$ cat config.mk
export PLATFORM = sky130hd
export DESIGN_NAME = sa_drain_quant
export DESIGN_NICKNAME = d
export VERILOG_FILES = /design/src/rtl/sa_drain_quant_pkg.sv /design/src/rtl/sa_requant.sv /design/src/rtl/sa_drain_quant.sv
export SDC_FILE = /design/constraint.sdc
export NUM_CORES = 1
export LEC_CHECK = 0
export BUFFER_PORTS_ARGS = -buffer_cell sky130_fd_sc_hd__clkbuf_2
export CORE_MARGIN = 2
export CORE_UTILIZATION = 45
export CTS_CLUSTER_DIAMETER = 50
export DETAILED_ROUTE_END_ITERATION = 7
export GPL_TIMING_DRIVEN = 0
export HOLD_SLACK_MARGIN = 0.12
export SLEW_MARGIN = 5
export SYNTH_ARGS = -nofsm -noshare
export SYNTH_HDL_FRONTEND = slang
export SYNTH_SLANG_ARGS = --single-unit
$ cat constraint.sdc
create_clock -name clk -period 7.3 [get_ports clk]
set_clock_uncertainty 0.1 [all_clocks]
set_input_delay 0.73 -clock clk [delete_from_list [all_inputs] [get_ports clk]]
set_output_delay 0.73 -clock clk [all_outputs]
set_load 0.1 [all_outputs]
$ cat src/rtl/sa_drain_quant_pkg.sv
// ============================================================================
// sa_drain_quant_pkg : shared tile geometry, shift limit and drain FSM states
// Revision 1.0
// ============================================================================
`default_nettype none

package sa_drain_quant_pkg;

    localparam int SA_NCOL      = 4;
    localparam int SA_ACC_W     = 19;
    localparam int SA_OUT_W     = 8;
    localparam int SA_SHIFT_W   = 5;
    localparam int SA_SHIFT_MAX = 18;

    localparam logic [0:0] ST_FILL  = 1'b0;
    localparam logic [0:0] ST_DRAIN = 1'b1;

    function automatic logic [SA_SHIFT_W-1:0] clamp_shift(input logic [SA_SHIFT_W-1:0] s);
        return (s > SA_SHIFT_W'(SA_SHIFT_MAX)) ? SA_SHIFT_W'(SA_SHIFT_MAX) : s;
    endfunction

endpackage

`default_nettype wire

$ cat src/rtl/sa_requant.sv
// ============================================================================
// sa_requant : round-half-up right shift of one accumulation, saturated to OUT_W
// Revision 1.0
// ============================================================================
`default_nettype none

module sa_requant
    import sa_drain_quant_pkg::*;
#(
    parameter int ACC_W = SA_ACC_W,
    parameter int OUT_W = SA_OUT_W
) (
    input  logic [ACC_W-1:0]      acc,
    input  logic [SA_SHIFT_W-1:0] shift,
    output logic [OUT_W-1:0]      q
);

    localparam int SUM_W = ACC_W + 1;
    localparam logic signed [SUM_W-1:0] MAX_Q = SUM_W'((1 << (OUT_W - 1)) - 1);
    localparam logic signed [SUM_W-1:0] MIN_Q = SUM_W'(-(1 << (OUT_W - 1)));

    logic signed [SUM_W-1:0] ext;
    logic signed [SUM_W-1:0] rnd;
    logic signed [SUM_W-1:0] sum;
    logic signed [SUM_W-1:0] shifted;

    // One extra bit keeps the rounding add from overflowing at full-scale input.
    always_comb begin
        ext     = {acc[ACC_W-1], acc};
        rnd     = (SUM_W'(1) << shift) >> 1;
        sum     = ext + rnd;
        shifted = sum >>> shift;
        if (shifted > MAX_Q) begin
            q = MAX_Q[OUT_W-1:0];
        end else if (shifted < MIN_Q) begin
            q = MIN_Q[OUT_W-1:0];
        end else begin
            q = shifted[OUT_W-1:0];
        end
    end

endmodule

`default_nettype wire

$ cat src/rtl/sa_drain_quant.sv
// ============================================================================
// sa_drain_quant : collects a systolic tile, quantises it, drains it row by row
// Revision 1.0
// ============================================================================
`default_nettype none

module sa_drain_quant
    import sa_drain_quant_pkg::*;
#(
    parameter int NCOL  = SA_NCOL,
    parameter int ACC_W = SA_ACC_W,
    parameter int OUT_W = SA_OUT_W
) (
    input  logic                    clk,
    input  logic                    reset,
    input  logic                    acc_valid,
    input  logic [NCOL*ACC_W-1:0]   acc_in,
    output logic                    acc_ready,
    input  logic [SA_SHIFT_W-1:0]   shift,
    output logic                    out_valid,
    output logic [NCOL*OUT_W-1:0]   out_data,
    input  logic                    out_ready,
    output logic                    out_last,
    output logic                    busy
);

    localparam int ROW_W = (NCOL > 1) ? $clog2(NCOL) : 1;
    localparam logic [ROW_W-1:0] LAST_ROW = ROW_W'(NCOL - 1);

    logic [0:0]               state;
    logic [ROW_W-1:0]         wr_row;
    logic [ROW_W-1:0]         rd_row;
    logic [SA_SHIFT_W-1:0]    shift_q;
    logic [NCOL*OUT_W-1:0]    tile [NCOL];

    logic                     beat;
    logic [SA_SHIFT_W-1:0]    eff_shift;
    logic [NCOL*OUT_W-1:0]    q_row;

    assign beat      = acc_valid && (state == ST_FILL);
    // Row 0 quantises with the live shift since the latched copy updates on that same edge.
    assign eff_shift = (wr_row == '0) ? clamp_shift(shift) : shift_q;

    generate
        for (genvar c = 0; c < NCOL; c++) begin : g_col
            sa_requant #(
                .ACC_W (ACC_W),
                .OUT_W (OUT_W)
            ) u_requant (
                .acc   (acc_in[c*ACC_W +: ACC_W]),
                .shift (eff_shift),
                .q     (q_row[c*OUT_W +: OUT_W])
            );
        end
    endgenerate

    always_ff @(posedge clk) begin
        if (reset) begin
            state   <= ST_FILL;
            wr_row  <= '0;
            rd_row  <= '0;
            shift_q <= '0;
            for (int r = 0; r < NCOL; r++) begin
                tile[r] <= '0;
            end
        end else begin
            if (beat) begin
                tile[wr_row] <= q_row;
                if (wr_row == '0) begin
                    shift_q <= clamp_shift(shift);
                end
                if (wr_row == LAST_ROW) begin
                    wr_row <= '0;
                    state  <= ST_DRAIN;
                end else begin
                    wr_row <= wr_row + 1'b1;
                end
            end
            if ((state == ST_DRAIN) && out_ready) begin
                if (rd_row == LAST_ROW) begin
                    rd_row <= '0;
                    state  <= ST_FILL;
                end else begin
                    rd_row <= rd_row + 1'b1;
                end
            end
        end
    end

    assign acc_ready = (state == ST_FILL);
    assign busy      = (state == ST_DRAIN);
    assign out_valid = (state == ST_DRAIN);
    assign out_last  = out_valid && (rd_row == LAST_ROW);
    assign out_data  = out_valid ? tile[rd_row] : '0;

endmodule

`default_nettype wire

==> run_results.csv, run 1 <==
group,metric,value,unit
final_layout,final_cells,3108,
synthesis,yosysUniqueCellTypes,131,
placed_design,placedCellCount,2986,
clocking,cts_buffers,17,
grt,grt_pass1_wl,141000,um
placed_design,dp.final_hpwl,78000,um
synthesis,syn_nets,2489,
grt,grt_pass1_vias,20600,
clocking,clock-sinks,140,
synthesis,yosys.area.top_type_share,0.207,
pwr,irDropWorstVdd,0.162,mV
clocking,cts_buffer_depth,2,
die,num_io_pins,121,
synthesis,synth_most_common_cell,"nor2_1",
die,die_w,207,um
critical_path,crit_arrival,7460,ps
synthesis,ys_seq_elements,140,
clocking,clk_pin_slew,60,ps
critical_path,worstPathRequired,7470,ps
routing,dr.pass1.iters,6,
grt,grt_start_max_net_pins,33,
placed_design,gp_congestion,1.09,
outcome,status,"completed",
timing,hold_viol,0,
placed_design,place_area,19900,sq um
die,rows,74,
timing,slew_headroom,0.262,
critical_path,crit_path_end_kind,"flop",
grt,overflow,0,
synthesis,synthesis.area,18600,sq um
timing,max_freq,0.137,GHz
pwr,p_per_area,188,nW/um^2
routing,wire_per_inst,32.1,um
final_layout,areaGrowthSynthToFinish,21.9,%
timing,finalMaxSlewViolations,0,
pwr,power,4260,uW
synthesis,yosys-top-cells-area,"edfxtp_1, nor2_1, nand2_1",
synthesis,synthCells,2336,
clocking,htree_levels,4,
critical_path,path_max_fanout,10,
pwr,p_leak,0.00867,uW
synthesis,ys_seq_area_frac,0.220,
placed_design,port_buffers,114,
die,core,40800,sq um
critical_path,start_kind,"flop",
routing,viasPerCell,7.25,
clocking,cts_tree,"done",
synthesis,synth_warnings,0,
die,die_area,42900,sq um
routing,ant_nets,0,
timing,tightest_slew,1100,ps
grt,grtUsageTotal,0.444,
synthesis,synthTopCellsByCount,"nor2_1, nand2_1, a21oi_1",
grt,antenna_found_initial,4,
timing,final-setup-viol-count,0,
routing,wl,99800,um
timing,final.period_utilization,0.999,
flow_run,max-cap-violations,0,
clocking,clk_root_buffer_cell,"clkbuf_16",
die,dieHeight,207,um
routing,initialDrtViolationCount,3007,
timing,min_period,7290,ps
clocking,worstSkewPairLatency,430,ps
final_layout,nets,2715,
die,start_util,0.455,
final_layout,design_area,22700,sq um
synthesis,yosys.area.top_type,"edfxtp_1",
routing,vias,22500,
final_layout,drive_above_1_share,0.243,
synthesis,synth_area_per_cell,7.96,sq um
synthesis,synth-edff-count,128,
critical_path,critical_path_class,"flop to flop",
hold_path,min_path_type,"flop to flop",
routing,drcViolationCount,0,
synthesis,synth_flop_cell,"edfxtp_1",
clocking,hold_buffers,0,
synthesis,async_reset_ff_frac,0,
-- critical path: stages (launching register included) --
cell,delay (ps)
dfxtp_4,380
inv_2,100
ha_4,210
buf_8,160
buf_12,160
mux2i_4,270
buf_4,160
nand3_1,310
nor2_2,750
ha_1,370
clkbuf_1,270
a41oi_1,740
o21ai_1,350
a211o_2,430
a31oi_4,300
xnor2_4,220
a211oi_4,120
o31ai_1,660
o41ai_2,170
buf_4,180
buf_4,130
nor2_1,170
a311oi_2,70
buf_4,190
a21oi_1,170
-- final cells by class --
class	count	area [sq um]
multi-input combinational	1977	14900
clock inverter	11	135
clock buffer	21	440
inverter	46	185
tap	532	666
antenna	1	2.50
sequential	140	4090
fill	3913	18200
buffer	170	922
timing repair buffer	210	1350
-- power breakdown --
| part | total [uW] | internal, uW | switching [uW] |
|---|---|---|---|
| registers | 966 | 943 | 22.4 |
| logic | 2440 | 778 | 1660 |
| clock network | 853 | 508 | 345 |
| total | 4260 | 2230 | 2030 |
-- cells by family (layout without fill, tap and decap cells) --
kind of cell	Yosys count	in the layout	share of synthesized area
flip-flops	140	140	0.220
multiplexers	88	88	0.0703
AO/OA/AOI/OAI	875	875	0.343
adder cells (fa/ha/maj)	84	84	0.0561
AND/OR/NAND/NOR	873	873	0.233
XOR/XNOR	57	57	0.0280
buffers and inverters	219	458	0.0504
other	0	1	0
-- final timing paths --
check	startpoint	to	slack, ps	depth (start not counted)
setup / recovery	wr_row[1]	tile[0][30]	6	24
hold / removal	rd_row[1]	rd_row[1]	410	2
setup reg to reg	wr_row[1]	tile[0][30]	6	24
hold reg to reg	rd_row[1]	rd_row[1]	410	2
-- metal layers --
metal,GRT usage,share of wire
met5,0,0.00027
met4,0.325,0.089
met3,0.0894,0.11
met2,0.677,0.43
met1,0.559,0.38
-- sequential cells by signal, summed over array words and instances (netlist names), named ones only --
name     cells
shift_q      5
rd_row       2
busy         1
tile       128
wr_row       2
-- cell usage in the layout, fill, tap and decap left out, types with 18 or more instances in the layout --
cell	n
nand2_1	225
nor2_1	217
o21ai_0	136
a21oi_1	136
edfxtp_1	128
clkbuf_2	122
buf_4	100
clkbuf_1	95
nand3_1	73
a211oi_1	66
and2_1	63
ha_1	59
o211ai_1	50
nor3_1	50
a21o_1	43
inv_1	41
a31oi_1	39
mux2i_1	39
xnor2_1	37
mux4_2	32
o22ai_1	31
nand4_1	29
and3_1	28
or3_1	25
nor3_2	23
or2_2	21
clkbuf_16	18
a21oi_2	18
o21a_1	18
-- through the flow --
| step | hold WS (ps) | setup TNS, ps | setup slack [ps] | utilization |
|---|---|---|---|---|
| 2_1_floorplan | 354 | 0 | 382 | - |
| 3_3_place_gp | 375 | -343850 | -3450 | 0.486 |
| 3_5_place_dp | 413 | -358640 | -3640 | 0.488 |
| 4_1_cts | 416 | 0 | 4.74 | 0.533 |
| 5_1_grt | 438 | -557 | -42.9 | 0.555 |
| 6_report | 411 | 0 | 5.97 | 0.555 |
-- timing repair --
item                                    in CTS  in global routing
endpoints found under the setup margin     128                112
setup buffers                               50                 42
pin swaps                                   37                 44
resized for setup                          198                133
Note: power is estimated with default switching activity, not from simulation.
==> inputs of run 2 (changes only) <==
--- a/config.mk
+++ b/config.mk
@@ -12,6 +12,7 @@
 export DETAILED_ROUTE_END_ITERATION = 7
 export GPL_TIMING_DRIVEN = 0
 export HOLD_SLACK_MARGIN = 0.12
+export PLACE_DENSITY_LB_ADDON = 0.2
 export SLEW_MARGIN = 5
 export SYNTH_ARGS = -nofsm -noshare
 export SYNTH_HDL_FRONTEND = slang
==> run 2 against run 1 <==
Against the previous run: the flow now finishes with violations (max-capacitance violations, max-slew violations, negative setup slack); core utilization increased by 0.13 points; sequential power about the same; largest power group unchanged; die area unchanged; count of clock-buffer cells in the layout decreased by 1.
==> run_results.csv, run 2 (synthesized netlist as in run 1, its figures left out) <==
group,metric,value,unit
critical_path,path_max_fanout,10,
critical_path,r2r_start,"wr_row[1]",
critical_path,r2r_setup_slack,-50,ps
grt,grt_start_max_net_pins,33,
clocking,htree_levels,4,
placed_design,gp_congestion,1.13,
die,die_w,207,um
clocking,cts_buffers,17,
placed_design,port_buffers,114,
timing,final.period_utilization,1.01,
final_layout,largest_reg_flops,128,
clocking,cts_tree,"done",
routing,dr.pass1.iters,6,
placed_design,dp.final_hpwl,77800,um
clocking,worstSkewPairLatency,430,ps
clocking,clk_pin_slew,60,ps
routing,ant_nets,0,
pwr,p_per_area,187,nW/um^2
critical_path,crit_arrival,7410,ps
clocking,cts_buffer_depth,2,
critical_path,crit_path_end_kind,"flop",
grt,antenna_found_initial,0,
critical_path,critical_path_class,"flop to flop",
die,rows,74,
timing,final-setup-viol-count,23,
clocking,clock-sinks,140,
routing,wire_per_inst,32.3,um
final_layout,design_area,22700,sq um
final_layout,drive_above_1_share,0.246,
placed_design,place_area,19900,sq um
die,core,40800,sq um
grt,grt_pass1_vias,20900,
outcome,failed_checks,"max-capacitance violations, max-slew violations, negative setup slack",
routing,initialDrtViolationCount,2895,
routing,wl,100000,um
final_layout,areaGrowthSynthToFinish,22.2,%
critical_path,r2r-end,"tile[3][24]",
timing,max_freq,0.136,GHz
die,start_util,0.455,
final_layout,top_regs,"tile (128), shift_q (5)",
timing,min_period,7350,ps
clocking,hold_buffers,0,
die,num_io_pins,121,
hold_path,hp-start,"rd_row[1]",
final_layout,insertedDiodeCount,0,
final_layout,final_common_cell,"nand2_1",
pwr,p_leak,0.00869,uW
timing,tightest_slew,1570,ps
critical_path,worstPathRequired,7360,ps
timing,finalMaxSlewViolations,11,
timing,layout_setup_ws,-50.3,ps
routing,viasPerCell,7.22,
grt,grt_pass1_wl,143000,um
outcome,status,"finished with violations",
hold_path,min_path_type,"flop to flop",
routing,vias,22400,
grt,grtUsageTotal,0.446,
clocking,clk_root_buffer_cell,"clkbuf_16",
timing,slew_headroom,-0.0538,
die,die_area,42900,sq um
final_layout,nets,2713,
final_layout,final_cell_mix,"nand2_1, nor2_1, a21oi_1",
grt,overflow,0,
pwr,power,4260,uW
timing,hold_viol,0,
final_layout,regMostFlops,"tile",
hold_path,min_path_cells,2,
die,dieHeight,207,um
flow_run,max-cap-violations,1,
final_layout,fillCellCount,3867,
pwr,irDropWorstVdd,0.156,mV
routing,drcViolationCount,0,
critical_path,start_kind,"flop",
critical_path,reg2reg_depth,25,
[run 2: changes by cell type in the layout (fill, tap and decap cells not counted), moves of 4 or more]
| cell | delta |
|---|---|
| buf_4 | -7 |
| nand2b_4 | +5 |
| nor2_2 | -4 |
| nand2b_1 | -6 |
| a21oi_2 | -4 |
| o21ai_1 | +14 |
| o21ai_0 | -16 |
| o31ai_2 | +5 |
[run 2: worst max path at each step]
stage,start,endpoint,slack (ps),depth (start not counted)
after floorplan,wr_row[0],tile[0][28],380,27
after global placement,wr_row[0],tile[0][28],-3780,27
after detailed placement,wr_row[0],tile[3][27],-3860,27
after CTS,wr_row[0],tile[3][18],3,24
after global routing,wr_row[1],tile[2][6],-120,31
final,wr_row[1],tile[3][24],-50,25
[run 2: area by class of cell]
class	instances	area, sq um	area share
Multi-Input combinational cell	1977	15000	0.660
Sequential cell	140	4090	0.180
Timing Repair Buffer	209	1340	0.0588
Buffer	169	908	0.0400
Tap cell	532	666	0.0293
Clock buffer	20	437	0.0192
Inverter	46	183	0.00804
Clock inverter	12	111	0.00490
[run 2: worst max-delay path, stage by stage (launching register included)]
cell and delay, ps:
dfxtp_2 430, inv_2 80, ha_4 200, buf_8 150
buf_12 140, mux2i_4 220, nor2_2 260, buf_4 310
clkbuf_4 350, clkbuf_8 300, buf_4 280, nor2_4 130
ha_1 350, o21ai_0 190, o21ai_2 290, nand2_2 210
o21ai_4 330, a31oi_2 270, xnor2_1 470, nor2_1 130
o31ai_1 440, o31ai_2 230, o41ai_4 500, a41oi_4 240
o21ba_2 370, nor3_2 50
[run 2: power by group]
group | internal, uW | switching, uW | total, uW
clock network | 471 | 351 | 822
registers | 943 | 23.4 | 967
logic | 787 | 1680 | 2470
total | 2200 | 2060 | 4260
[run 2: what timing repair did]
action,4_1_cts,5_1_grt
setup buffers,32,58
endpoints found under the setup margin,128,112
pin swaps,41,74
gates resized for setup,204,159
[run 2: metrics by stage]
step	utilization	instances	worst slack [ps]	setup TNS [ps]	hold WS [ps]
floorplan	-	2336	382	0	354
global placement	0.486	2982	-3780	-375440	363
detailed placement	0.488	2987	-3860	-385690	385
CTS	0.529	3049	3.12	0	394
global route	0.556	3105	-117	-5210	422
finish	0.556	3105	-50.3	-516	393
[run 2: metal layers]
metal	share of wire	vias up	GRT usage	wire length, um
met2	0.43	1656	0.683	43000
met1	0.38	10700	0.563	37700
met4	0.083	0	0.296	8330
met3	0.11	458	0.102	11200
met5	0	-	0	0
li1	-	9585	-	-
